**src/rtl/pipe_addsub.sv**
```systemverilog
// Pipelined WIDTH-bit adder/subtractor: the carry chain is cut into STAGES registered chunks,
// with a single global stall and valid/ready handshakes on both sides.
module pipe_addsub #(
   parameter int WIDTH  = 32,
   parameter int STAGES = 4
) (
   input  logic             clk,
   input  logic             rst_n,
   input  logic             in_valid,
   output logic             in_ready,
   input  logic [WIDTH-1:0] in_a,
   input  logic [WIDTH-1:0] in_b,
   input  logic             in_cin,
   input  logic             in_sub,
   output logic             out_valid,
   input  logic             out_ready,
   output logic [WIDTH-1:0] out_sum,
   output logic             out_cout,
   output logic             out_ovf
);

   localparam int CH   = WIDTH / STAGES;
   localparam int LAST = STAGES - 1;

   logic             advance_s;
   logic [WIDTH-1:0] a_r       [STAGES];
   logic [WIDTH-1:0] b_r       [STAGES];
   logic [WIDTH-1:0] sum_r     [STAGES];
   logic             carry_r   [STAGES];
   logic             valid_r   [STAGES];
   logic             ovf_r;

   logic [WIDTH-1:0] src_a_s   [STAGES];
   logic [WIDTH-1:0] src_b_s   [STAGES];
   logic [WIDTH-1:0] src_sum_s [STAGES];
   logic             src_c_s   [STAGES];
   logic             src_v_s   [STAGES];
   logic [CH-1:0]    chunk_s   [STAGES];
   logic             carry_nxt_s [STAGES];
   logic [WIDTH-1:0] sum_nxt_s [STAGES];
   logic             ovf_nxt_s;

   assign advance_s = out_ready | ~out_valid;
   assign in_ready  = advance_s;

   assign out_valid = valid_r[LAST];
   assign out_sum   = sum_r[LAST];
   assign out_cout  = carry_r[LAST];
   assign out_ovf   = ovf_r;

   // Stage sources and per-stage chunk addition; B is pre-inverted for subtract.
   always_comb begin
      src_a_s[0]   = in_a;
      src_b_s[0]   = in_sub ? ~in_b : in_b;
      src_c_s[0]   = in_sub ? 1'b1 : in_cin;
      src_sum_s[0] = {WIDTH{1'b0}};
      src_v_s[0]   = in_valid;
      for (int k = 1; k < STAGES; k++) begin
         src_a_s[k]   = a_r[k-1];
         src_b_s[k]   = b_r[k-1];
         src_c_s[k]   = carry_r[k-1];
         src_sum_s[k] = sum_r[k-1];
         src_v_s[k]   = valid_r[k-1];
      end
      for (int k = 0; k < STAGES; k++) begin
         {carry_nxt_s[k], chunk_s[k]} = {1'b0, src_a_s[k][k*CH +: CH]}
                                      + {1'b0, src_b_s[k][k*CH +: CH]}
                                      + {{CH{1'b0}}, src_c_s[k]};
         sum_nxt_s[k]                 = src_sum_s[k];
         sum_nxt_s[k][k*CH +: CH]     = chunk_s[k];
      end
      // Carry into the MSB is a ^ b ^ sum at that bit.
      ovf_nxt_s = src_a_s[LAST][WIDTH-1] ^ src_b_s[LAST][WIDTH-1]
                ^ sum_nxt_s[LAST][WIDTH-1] ^ carry_nxt_s[LAST];
   end

   // Pipeline registers: all stages advance together or hold together.
   always_ff @(posedge clk or negedge rst_n) begin
      if (!rst_n) begin
         for (int k = 0; k < STAGES; k++) begin
            a_r[k]     <= {WIDTH{1'b0}};
            b_r[k]     <= {WIDTH{1'b0}};
            sum_r[k]   <= {WIDTH{1'b0}};
            carry_r[k] <= 1'b0;
            valid_r[k] <= 1'b0;
         end
         ovf_r <= 1'b0;
      end else if (advance_s) begin
         for (int k = 0; k < STAGES; k++) begin
            a_r[k]     <= src_a_s[k];
            b_r[k]     <= src_b_s[k];
            sum_r[k]   <= sum_nxt_s[k];
            carry_r[k] <= carry_nxt_s[k];
            valid_r[k] <= src_v_s[k];
         end
         ovf_r <= ovf_nxt_s;
      end
   end

endmodule
```
**config.mk**
```make
export PLATFORM = sky130hd
export DESIGN_NAME = pipe_addsub
export DESIGN_NICKNAME = d
export VERILOG_FILES = /design/src/rtl/pipe_addsub.sv
export SDC_FILE = /design/constraint.sdc
export NUM_CORES = 1
export LEC_CHECK = 0
export BUFFER_PORTS_ARGS = -buffer_cell sky130_fd_sc_hd__buf_2
export CORE_ASPECT_RATIO = 0.5
export CORE_MARGIN = 5
export CORE_UTILIZATION = 40
export CTS_BUF_LIST = sky130_fd_sc_hd__clkbuf_16
export CTS_CLUSTER_SIZE = 28
export DETAILED_ROUTE_END_ITERATION = 6
export GPL_TIMING_DRIVEN = 0
export HOLD_SLACK_MARGIN = 0.02
export PLACE_DENSITY_LB_ADDON = 0.15
export SETUP_SLACK_MARGIN = 0.05
export SLEW_MARGIN = 20
export SYNTH_ARGS = -nofsm -noshare
export SYNTH_HDL_FRONTEND = slang
export SYNTH_SLANG_ARGS = --single-unit
export TNS_END_PERCENT = 10
```
**constraint.sdc**
```tcl
create_clock -name clk -period 2.3 [get_ports clk]
set_input_delay 0.115 -clock clk [delete_from_list [all_inputs] [get_ports clk]]
set_output_delay 0.115 -clock clk [all_outputs]
set_load 0.01 [all_outputs]
```
==> metrics.txt <==
status complete, no violations; met1 Usage GRT about a quarter; Power Total 13.9 mW; top-area cell type share of the netlist area a little over half; Final period util 95.9%; worst vdd ir between 0.0006 and 0.0007 V; flops & latches, synth 185; share of post-route cells with drive strength above 1 approximately 16%; max_cap viols 0; Mapped Cells approximately 920; global-route met3 utilization 3.07%; Initial Util 40.8%; post-layout min period 2.21 ns; FILL cells roughly 2000; clock slew at reported path FFs 0.07 ns; pin count of the biggest net entering global routing 97; sw power about 5.4 mW; final cell count without fillers about 1400; Die H 113 um; synth cell count leaders nand2_1 (432), dfrtp_1 (185), xnor2_1 (37), a21oi_1 (32), o21ai_0 (31); Post-synth EDFFs 0; std cell rows 37; Synth Net Count 1030; Synth area leaders dfrtp_1 (55%), nand2_1 (19%), ha_1 (4.2%), xnor2_1 (3.8%), a21oi_1 (1.9%); CTS tree built; CTS max path bufs 2; Congestion Overflow GR 0; Die Wd 215 um; critical path fanouts, max 3; most used routing layer met2; Via density 4.74; Reg area 4630 um^2; Clock power frac roughly a fifth; Final setup violation count 0; Yosys cell types 48; Main synth FF type dfrtp_1; Post-Route Skew around 0.011 ns; initial antenna violation count 0; number of remaining DRC errors 0; GRT Total Usage 17.1%; cell area power density about 1300 nW/um^2; Mapped Area around 8400 um^2; P_leak 5.30 nW; drt wl/cell about 15 um; fin nets ~1200; area of the multi-input gates 3530 um^2; Initial DRC Count 365; CP endpoint kind register; Worst-Margin Slew between 0.8 and 0.9 ns; area leader, netlist dfrtp_1; Final Hold Fails 0; final slew viol count 0; Area Growth Syn to Fin 23.7%; Antenna Nets Post-Route 0; YS warnings 0; Die ar. 24300 um^2; number of buffers added on ports ~100; Synth Area per Inst just over 9 um^2; Placed Cells roughly 1300; crit start category register; n_diodes 0; CP Class reg -> reg; Placer Congestion approximately 0.86; worst skew pair latency 0.43 ns; core area between 20000 and 25000 um^2; register share of total power 40.1%; HPWL after detailed placement 14700 um; internal power 8.53 mW; f_max 453 MHz; Logic pwr share 39.8%; top-count cell post-synth nand2_1; Detailed Routing Iterations Pass 1 4; unrepaired setup endpoints after global routing true; vias after detailed routing around 6600; I/O pin count about 110; total CTS buffers 17; drt total wl between 20000 and 25000 um; post-synthesis sequential area ratio 54.9%; vias in the first global route 6559; CTS HTree Levels 4; required time worst endpoint 2.61 ns; Rel. slew slack between 40% and 50%; global-route wire length before repair between 30000 and 40000 um; Arrival @ worst endpoint between 2 and 3 ns; root buffer cell clkbuf_16; ys async rst share 100%; Sw Ratio between 30 and 40%; CTS Sinks around 190; Hold Slack around 0.057 ns; fin util roughly half; Min-Delay Path Class in -> reg; M2 GR Usage between 20% and 30%
==> critical path: stages (launching register included) <==
cell and delay (ns):
dfrtp_1 0.41, fa_2 0.41, fa_2 0.36, a21o_1 0.18
a21o_4 0.23, a21oi_4 0.18, a21oi_1 0.08, o31a_1 0.24
==> stage by stage <==
step / setup slack (ns) / instance area (um^2) / setup TNS (ns)
after floorplan: 0.119 / 8430 / 0
after global placement: -1.91 / 9300 / -348.96
after detailed placement: -0.0712 / 9360 / -0.147
after CTS: 0.0449 / 10400 / 0
after global routing: 0.0220 / 10400 / 0
final: 0.0941 / 10400 / 0
==> cells by family after synthesis <==
| group | Yosys count | share of synthesized area, % |
|---|---|---|
| compound gates | 108 | 7.77 |
| xor+xnor | 53 | 5.50 |
| fa+ha+maj | 36 | 6.05 |
| buf+inv | 62 | 3.41 |
| flops | 185 | 54.9 |
| mux | 1 | 0.119 |
| simple gates | 479 | 22.3 |
==> power by group through the flow <==
stage	clock network, mW	registers, mW	logic (mW)
floorplan	0	5.53	3.72
global placement	0	5.61	5.30
detailed placement	0	5.65	5.44
CTS	2.86	5.60	5.57
global route	3.00	5.75	6.28
finish	2.80	5.58	5.53
==> layout by cell type (no fill, tap or decap), types with 3 or more instances in the layout <==
master / synthesis / routed
o21ai_1: 8 / 8
inv_6: 0 / 4
clkbuf_16: 0 / 17
a21oi_1: 32 / 32
fa_1: 8 / 4
nand2_1: 432 / 432
nor3b_1: 3 / 3
buf_2: 30 / 131
ha_1: 28 / 28
dlygate4sd3_1: 0 / 49
a21o_1: 11 / 11
nor2_1: 23 / 23
o21ai_0: 31 / 31
fa_2: 0 / 4
inv_1: 11 / 11
a211oi_1: 3 / 3
nand2b_1: 4 / 4
xnor2_1: 37 / 37
dfrtp_1: 185 / 185
xor2_1: 16 / 16
nand4_1: 3 / 3
o211ai_1: 6 / 6
clkinvlp_4: 0 / 4
clkbuf_1: 17 / 17
==> layout make-up <==
class,count,share of cell area [%]
Buffer,49,2.34
Clock buffer,17,4.08
Clock inverter,14,1.20
Inverter,13,0.468
Multi-Input combinational cell,677,33.9
Sequential cell,185,44.4
Tap cell,273,3.27
Timing Repair Buffer,156,10.4
==> flip-flops by register name, summed over array words and instances (netlist names) <==
| name | cells |
|---|---|
| out_valid | 1 |
| b_r | 48 |
| a_r | 48 |
| out_sum | 32 |
| carry_r | 3 |
| src_sum_s | 48 |
| out_cout | 1 |
| src_v_s | 3 |
| out_ovf | 1 |
==> path summary, 6_finish.rpt <==
kind / start / endpoint / slack, ns / cells past startpoint
setup / recovery: a_r[80] / carry_r[1] / 0.09 / 7
hold / removal: in_b[21] / b_r[117] / 0.06 / 3
setup reg to reg: a_r[80] / carry_r[1] / 0.09 / 7
hold reg to reg: out_sum[5] / out_sum[5] / 0.46 / 2
max in group asynchronous: rst_n / src_sum_s[10] / 1.18 / 4
min in group asynchronous: rst_n / a_r[123] / 0.07 / 2
==> layer usage <==
layer,share of wire (%),vias up
li1,-,3303
met1,48,3160
met2,47,85
met3,4.2,18
met4,1.2,0
met5,0,-
==> repair_timing <==
item	CTS	global route
hold endpoints to repair	154	0
cloned	0	0
endpoints found under the setup margin	3	2
pin swaps	0	1
hold buffers	49	0
setup buffers	0	1
resized for setup	4	3
No activity file was read; power rests on OpenSTA's default activity.
